## src/rtl/vga_pkg.sv

```systemverilog
// Shared constants, pixel flag bundle and elaboration helpers for the VGA matrix renderer.
package vga_pkg;

  localparam int CNT_W = 11;

  localparam logic [11:0] COL_BLANK  = 12'h000;
  localparam logic [11:0] COL_BORDER = 12'hFFF;
  localparam logic [11:0] COL_BG     = 12'h002;

  typedef struct packed {
    logic valid;
    logic blank;
    logic in_grid;
    logic border;
  } pix_flags_t;

  function automatic int clog2(input int value);
    int r;
    r = 0;
    for (int unsigned i = 0; i < 31; i++) begin
      if ((1 << i) < value) r = int'(i) + 1;
    end
    return r;
  endfunction

endpackage

```

## src/rtl/vga_sync_delay.sv

```systemverilog
// pix_en-gated delay line: syncs travel DEPTH stages, per-pixel flags are held one stage.
module vga_sync_delay
  import vga_pkg::*;
#(
  parameter int DEPTH = 2
) (
  input  logic       clk,
  input  logic       rst,
  input  logic       en,
  input  logic       hsync_i,
  input  logic       vsync_i,
  input  pix_flags_t flags_i,
  output pix_flags_t flags_o,
  output logic       hsync_o,
  output logic       vsync_o
);

  logic [DEPTH-1:0] hs_q;
  logic [DEPTH-1:0] vs_q;
  pix_flags_t       flags_q;

  always_ff @(posedge clk or posedge rst) begin
    if (rst) begin
      hs_q    <= '0;
      vs_q    <= '0;
      flags_q <= '0;
    end else if (en) begin
      hs_q[0] <= hsync_i;
      vs_q[0] <= vsync_i;
      for (int unsigned i = 1; i < DEPTH; i++) begin
        hs_q[i] <= hs_q[i-1];
        vs_q[i] <= vs_q[i-1];
      end
      flags_q <= flags_i;
    end
  end

  assign flags_o = flags_q;
  assign hsync_o = hs_q[DEPTH-1];
  assign vsync_o = vs_q[DEPTH-1];

endmodule

```

## src/rtl/vga_matrix_pixel_gen.sv

```systemverilog
// Renders an N x N result matrix as bordered grayscale cells, reading a double-buffered RAM
// and owning the vblank-synchronised buffer swap with the matrix engine.
module vga_matrix_pixel_gen
  import vga_pkg::*;
#(
  parameter int N        = 4,
  parameter int DATA_W   = 8,
  parameter int CELL_PX  = 64,
  parameter int BORDER   = 2,
  parameter int ORIGIN_X = 64,
  parameter int ORIGIN_Y = 48,
  parameter int ADDR_W   = 1 + 2 * clog2(N)
) (
  input  logic              clk,
  input  logic              reset,
  input  logic              pix_en,
  input  logic [10:0]       h_count,
  input  logic [10:0]       v_count,
  input  logic              hsync_in,
  input  logic              vsync_in,
  input  logic              hblank,
  input  logic              vblank,
  output logic              mem_rd_en,
  output logic [ADDR_W-1:0] mem_rd_addr,
  input  logic [DATA_W-1:0] mem_rd_data,
  input  logic              swap_req,
  output logic              swap_ack,
  output logic              buf_sel,
  output logic [3:0]        vga_r,
  output logic [3:0]        vga_g,
  output logic [3:0]        vga_b,
  output logic              vga_hsync,
  output logic              vga_vsync
);

  localparam int LOG_N    = clog2(N);
  localparam int LOG_CELL = clog2(CELL_PX);

  localparam logic [CNT_W-1:0] ORG_X     = CNT_W'(ORIGIN_X);
  localparam logic [CNT_W-1:0] ORG_Y     = CNT_W'(ORIGIN_Y);
  localparam logic [CNT_W-1:0] GRID_PX   = CNT_W'(N * CELL_PX);
  localparam logic [CNT_W-1:0] CELL_MASK = CNT_W'(CELL_PX - 1);
  localparam logic [CNT_W-1:0] BORDER_PX = CNT_W'(BORDER);

  logic [CNT_W-1:0]  gx, gy;
  logic              blank, in_grid, border;
  logic [LOG_N-1:0]  row, col;
  pix_flags_t        flags_in, flags_s1;

  logic              rd_pend_q;
  logic [DATA_W-1:0] data_q;
  logic              vb_prev_q;
  logic              vblank_rise;
  logic              swap_ack_q;
  logic              buf_sel_q;
  logic [11:0]       rgb_q, rgb_d;
  logic [3:0]        shade;
  logic              unused_data_q;

  // Modular subtraction: coordinates left/above the origin wrap to large values and fail the range test.
  assign gx      = h_count - ORG_X;
  assign gy      = v_count - ORG_Y;
  assign blank   = hblank | vblank;
  assign in_grid = (gx < GRID_PX) && (gy < GRID_PX) && !blank;
  assign border  = ((gx & CELL_MASK) < BORDER_PX) || ((gy & CELL_MASK) < BORDER_PX);
  assign row     = gy[LOG_CELL +: LOG_N];
  assign col     = gx[LOG_CELL +: LOG_N];

  assign flags_in = '{valid: 1'b1, blank: blank, in_grid: in_grid, border: border};

  // Read issued combinationally on the strobe so data is captured before the next pix_en.
  assign mem_rd_en   = pix_en & in_grid & ~reset;
  assign mem_rd_addr = mem_rd_en ? ADDR_W'({buf_sel_q, row, col}) : '0;

  vga_sync_delay #(
    .DEPTH(2)
  ) u_sync_delay (
    .clk     (clk),
    .rst     (reset),
    .en      (pix_en),
    .hsync_i (hsync_in),
    .vsync_i (vsync_in),
    .flags_i (flags_in),
    .flags_o (flags_s1),
    .hsync_o (vga_hsync),
    .vsync_o (vga_vsync)
  );

  assign vblank_rise = pix_en & vblank & ~vb_prev_q;

  always_ff @(posedge clk or posedge reset) begin
    if (reset) begin
      rd_pend_q  <= 1'b0;
      data_q     <= '0;
      vb_prev_q  <= 1'b0;
      swap_ack_q <= 1'b0;
      buf_sel_q  <= 1'b0;
    end else begin
      rd_pend_q  <= mem_rd_en;
      if (rd_pend_q) data_q <= mem_rd_data;
      if (pix_en) vb_prev_q <= vblank;
      swap_ack_q <= vblank_rise & swap_req;
      if (vblank_rise && swap_req) buf_sel_q <= ~buf_sel_q;
    end
  end

  assign shade         = data_q[DATA_W-1 -: 4];
  assign unused_data_q = ^data_q;

  always_comb begin
    rgb_d = COL_BG;
    if (!flags_s1.valid || flags_s1.blank) begin
      rgb_d = COL_BLANK;
    end else if (flags_s1.in_grid) begin
      rgb_d = flags_s1.border ? COL_BORDER : {shade, shade, shade};
    end
  end

  always_ff @(posedge clk or posedge reset) begin
    if (reset) begin
      rgb_q <= '0;
    end else if (pix_en) begin
      rgb_q <= rgb_d;
    end
  end

  assign vga_r    = rgb_q[11:8];
  assign vga_g    = rgb_q[7:4];
  assign vga_b    = rgb_q[3:0];
  assign swap_ack = swap_ack_q;
  assign buf_sel  = buf_sel_q;

endmodule
```

## config.mk

```make
export PLATFORM = sky130hd
export DESIGN_NAME = vga_matrix_pixel_gen
export DESIGN_NICKNAME = d
export VERILOG_FILES = /design/src/rtl/vga_pkg.sv /design/src/rtl/vga_sync_delay.sv /design/src/rtl/vga_matrix_pixel_gen.sv
export SDC_FILE = /design/constraint.sdc
export NUM_CORES = 1
export LEC_CHECK = 0
export CAP_MARGIN = 40
export CELL_PAD_IN_SITES_DETAIL_PLACEMENT = 0
export CELL_PAD_IN_SITES_GLOBAL_PLACEMENT = 1
export CORE_MARGIN = 1.5
export CORE_UTILIZATION = 29
export DETAILED_ROUTE_END_ITERATION = 12
export PLACE_DENSITY = 0.9
export SYNTH_ARGS = -nofsm -noshare
export SYNTH_HDL_FRONTEND = slang
export SYNTH_SLANG_ARGS = --single-unit
```

## constraint.sdc

```tcl
create_clock -name clk -period 3.8 [get_ports clk]
set_input_delay 0.95 -clock clk [delete_from_list [all_inputs] [get_ports clk]]
set_output_delay 0.95 -clock clk [all_outputs]
set_load 0.005 [all_outputs]
```

After elaboration in Yosys (flattened, before gate mapping)
Cells that the tools add are included.
Word-level totals
  logic and storage cells: 38
  register bits: 32
  bits of input ports: 38
  output and inout bits: 22
Operators by class
  $lt $le $gt $ge: 4
  bitwise logic cells: 9
  $add $sub $neg: 2
  reductions and logical operators: 7
  mux-type cells: 4
Operator list (count)
  two-way mux 12 bit: 3
  < comparator 11 x 9 -> 1 bit (second input constant): 2
  < comparator 6 x 2 -> 1 bit (second input constant): 2
  subtractor 11 x 6 -> 11 bit (second input constant): 1
  subtractor 11 x 7 -> 11 bit (second input constant): 1
  AND 1 bit: 5
  two-way mux 5 bit: 1
  logical AND 1 bit: 3
  NOT 1 bit: 3
  zero test 1 bit: 2
  logical OR 1 bit: 2
  OR 1 bit: 1

Longest topological paths before layout
  depth after elaboration: 7
  mapped depth: 6
  depth with buffers taken out: 6

Modules after synthesis
From an unflattened synthesis, not the netlist that was laid out.
Second synthesis, totals
  cells, all modules: 99
  area total of the unflattened synthesis: 1141.1 um2
Modules (own cells, without submodules)
  vga_matrix_pixel_gen: area an instance 805.8 um2, cells an instance 81, seq. area each 325.3 um2, instances 1
  vga_sync_delay: area an instance 335.3 um2, cells an instance 18, seq. area each 200.2 um2, instances 1

Least setup slack after synthesis
OpenSTA, ideal clock, no wires.
  kind: input-to-output
  start: in h_count[6]
  end: out mem_rd_addr[2]
  data required time: 2850 ps
  path buffers: 0
  arrival time: 1816 ps
  setup slack: 1034 ps
  cell stages on the path: 6
  path through: inv_1 > ha_1 > xnor2_1 > and4_2 > nand4b_4 > nor2_1
On the way
  cells in the longest elaborated chain, start to end: 7
RTL lines
  from (decl): line vga_matrix_pixel_gen.sv:17  | input logic [10:0] h_count,
  subtractor 11 x 7 -> 11 bit: line vga_matrix_pixel_gen.sv:61  | assign gx = h_count - ORG_X;
  < comparator 11 x 9 -> 1 bit: line vga_matrix_pixel_gen.sv:64  | assign in_grid = (gx < GRID_PX) && (gy < GRID_PX) && !blank;
  logical AND 1 bit (2 in a row): line vga_matrix_pixel_gen.sv:64
  AND 1 bit (2 in a row): line vga_matrix_pixel_gen.sv:72  | assign mem_rd_en = pix_en & in_grid & ~reset;
  two-way mux 5 bit: line vga_matrix_pixel_gen.sv:73  | assign mem_rd_addr = mem_rd_en ? ADDR_W'({buf_sel_q, row, col}) : '0;
  to (decl): line vga_matrix_pixel_gen.sv:24  | output logic [ADDR_W-1:0] mem_rd_addr,
No other way between the ends.

Final worst setup path
  start: in h_count[7]
  end: out mem_rd_addr[1]
On the way
  cells in the longest elaborated chain, start to end: 7
RTL lines (line)
  subtractor 11 x 7 -> 11 bit *: vga_matrix_pixel_gen.sv:61
  < comparator 11 x 9 -> 1 bit: vga_matrix_pixel_gen.sv:64
  logical AND 1 bit (2 in a row): vga_matrix_pixel_gen.sv:64
  AND 1 bit (2 in a row): vga_matrix_pixel_gen.sv:72
  two-way mux 5 bit *: vga_matrix_pixel_gen.sv:73
Every way passes the cells marked *; elsewhere a longest branch is shown, timed or not.

==> summary.md <==
• **status** finished, final reports clean
• **fin crit period** 3.65 ns
• **setup skew after layout** 0.000545 ns
• **final hold vios** 0
• **Peak supply drop** 0.130 mV
• **maximum clock frequency** 274 MHz
• **power per unit of standard cell area** 282 nW/um^2
• **DP Cell Count** 187
• **number of different library cells in the post-synthesis netlist** 22
• **largest driver fanout on the critical path** 4
• **I/O pin cnt** 60
• **setup repair after global routing missed its margin** no
• **signed area change from the synthesized netlist to the final layout** 57.0%
• **Psw** 106 uW
• **number of inserted diodes** 0
• **antenna violations before repair** 0
• **Initial Utilization** 30.5%
• **DR vias/cell** 4.42
• **initial DRC count** 20
• **Internal Power** 347 uW
• **share of power burned in combinational logic** 22.5%
• **wire length of the first global-routing pass** 3750 microns
• **cells after synthesis** 95
• **Synth Cell Area** 1030 sq um
• **final net count** 186
• **reported max-cap violation count** 0
• **Hold Worst Slack** 0.517 ns
• **post-route DRC violation count** 0
• **clock tree from TritonCTS** done
• **type of the worst min-delay path** register to register
• **routed length per placed instance** 11.7 microns
• **H-tree levels** 1
• **hold buffers post-CTS** 0
• **standard cell area after detailed placement** 1570 sq um
• **number of buffers on the longest clock path** 2
• **normalized max-slew margin** 48.3%
• **via count** 849
• **number of CTS-inserted buffers** 3
• **vias in the first global route** 896
• **element type at the critical path end** primary output
• **measured slew at the worst slew-check pin** 0.775 ns
• **Register-to-Register Setup Slack** 2.87 ns
• **count of synthesis-stage warnings from yosys** 0
• **arrival time worst endpoint** 2.70 ns
• **area of the placeable core** 3360 sq um
• **Pwr Total** 453 uW
• **detailed placer's ending HPWL** 1820 microns
• **clock tree root buffer cell** clkbuf_4
• **residual antenna-violating net count after detailed routing** 0
• **relative contribution of the clock network to total power** 22.6%
• **setup slack after placement** -0.0471 ns
• **post-synth net total** 134
• **clock-pin slew on the worst setup and hold paths** 0.11 ns
• **Design Area, Final** 1610 sq um
• **total routed wirelength** 2250 microns
• **standard-cell rows** 21
• **clock insertion delay at the later pin of the skew report** 0.29 ns
• **share of synthesized area occupied by flip-flops and latches** 51.2%
• **Die W** 62.5 microns
• **setup_tns** 0 ns
• **slack of the critical path** 0.148 ns
• **Period Utilization, post-route** 96.1%
• **required time reported for the critical path endpoint** 2.85 ns
• **first drt pass iteration count** 4
• **GRT Resource Usage Total** 12.0%
• **Slew Viols, Final** 0
• **sink count of the clock tree** 21
• **grt total ovfl** 0
• **syn_area_per_cell** 10.8 sq um
• **Post-Layout Cell Count** 192
• **Critical Path Source Type** primary input
• **placer's final routability congestion estimate** 0.685
• **Leak Pwr** 0.748 nW
• **class of the most critical setup path** primary input to primary output
• **fin util** 47.9%
• **share of post-route cells with drive strength above 1** 15.1%
• **relative contribution of sequential cells to total power** 54.9%
• **maximum number of pins on one net before global-route repair** 22
• **count of state elements after synthesis** 21
• **count of endpoints failing setup in the final report** 0
• **Switching Fraction** 23.5%
• **Die Height** 62.5 microns
• **IO buf count** 53
• **Total Die Area** 3900 sq um
-- cell usage after synthesis --
library cell | instances | share of area [%]
nor3_1 | 2 | 0.98
buf_4 | 7 | 5.1
and4b_1 | 1 | 0.98
nor2_1 | 15 | 5.5
inv_1 | 11 | 4.0
ha_1 | 1 | 1.2
a211oi_2 | 1 | 1.2
nand4b_1 | 2 | 1.7
buf_2 | 2 | 0.98
or2_2 | 1 | 0.61
o32ai_2 | 1 | 1.6
nand4b_4 | 1 | 2.3
nor4_1 | 1 | 0.61
mux2_2 | 9 | 9.9
o21ai_0 | 1 | 0.49
a21oi_1 | 4 | 2.0
xor2_1 | 1 | 0.85
nand2_1 | 3 | 1.1
xnor2_1 | 5 | 4.3
o22ai_1 | 4 | 2.4
and4_2 | 1 | 0.98
dfrtp_1 | 21 | 51
-- registers in the layout (all words and copies together) (netlist names) --
name                  cells
buf_sel                   1
u_sync_delay.vs_q         2
u_sync_delay.hs_q         2
vb_prev_q                 1
rd_pend_q                 1
data_q                    4
swap_ack                  1
u_sync_delay.flags_o      4
rgb_q                     5
-- layout by cell type (no fill, tap or decap) --
cell / count
a211oi_2: 1
a21oi_1: 4
and4_4: 1
and4b_1: 1
buf_4: 3
clkbuf_1: 1
clkbuf_4: 3
clkdlybuf4s50_1: 47
dfrtp_1: 21
dlygate4sd2_1: 3
dlymetal6s2s_1: 3
ha_1: 1
inv_1: 11
mux2_2: 9
nand2_1: 3
nand4b_1: 2
nand4b_4: 1
nor2_1: 13
nor2_2: 2
nor3_1: 2
nor4_1: 1
o21ai_0: 1
o22ai_1: 4
o32ai_2: 1
or2_2: 1
xnor2_1: 5
xor2_1: 1
-- area by class of cell --
| class | instances | area [sq um] |
|---|---|---|
| inverter | 11 | 41.3 |
| timing repair buffer | 56 | 557 |
| tap | 46 | 57.6 |
| sequential | 21 | 526 |
| fill | 341 | 1750 |
| clock buffer | 4 | 26.3 |
| multi-input combinational | 54 | 403 |
-- repair_timing --
| action | 4_1_cts | 5_1_grt |
|---|---|---|
| setup buffers | 1 | 0 |
| pin swaps | 3 | 0 |
| resized for setup | 5 | 4 |
| setup endpoints to repair | 6 | 3 |
-- cells by family after synthesis --
| group | synth area share, % |
|---|---|
| compound gates | 7.68 |
| xor+xnor | 5.12 |
| fa+ha+maj | 1.22 |
| buf+inv | 10.1 |
| flops | 51.2 |
| mux | 9.88 |
| simple gates | 14.8 |
-- power by group through the flow --
stage	clock, mW	sequential (mW)	combinational, mW
CTS	0.108	0.249	0.103
global placement	0	0.252	0.100
detailed placement	0	0.254	0.102
global route	0.118	0.251	0.111
floorplan	0	0.253	0.0393
finish	0.103	0.249	0.102
-- worst max-delay path, cell delays in order --
cell and delay, ns:
clkdlybuf4s50_1 0.49, inv_1 0.05, ha_1 0.18, xnor2_1 0.13, and4_4 0.26, nand4b_4 0.14, buf_4 0.18, nor2_1 0.09
dlygate4sd2_1 0.24
-- final timing paths --
check	start	to	cells past startpoint
setup / recovery	h_count[7]	mem_rd_addr[1]	9
hold / removal	u_sync_delay.vs_q[0]$_DFFE_PP0P_	u_sync_delay.vs_q[0]$_DFFE_PP0P_	1
setup reg to reg	u_sync_delay.flags_o[0]$_DFFE_PP0P_	rgb_q[1]$_DFFE_PP0P_	4
hold reg to reg	u_sync_delay.vs_q[0]$_DFFE_PP0P_	u_sync_delay.vs_q[0]$_DFFE_PP0P_	1
max in group asynchronous	reset	u_sync_delay.hs_q[1]$_DFFE_PP0P_	2
min in group asynchronous	reset	rgb_q[8]$_DFFE_PP0P_	2
-- metal layers --
layer / up-vias / track usage (%) / share of wire [%] / routed length (microns)
li1: 413 / - / - / -
met1: 388 / 12.3 / 39 / 885
met2: 46 / 22.2 / 51 / 1140
met3: 2 / 4.50 / 9.6 / 217
met4: 0 / 4.17 / 0.44 / 10
met5: - / 0 / 0 / 0
Power figures use the tool's default switching activity.
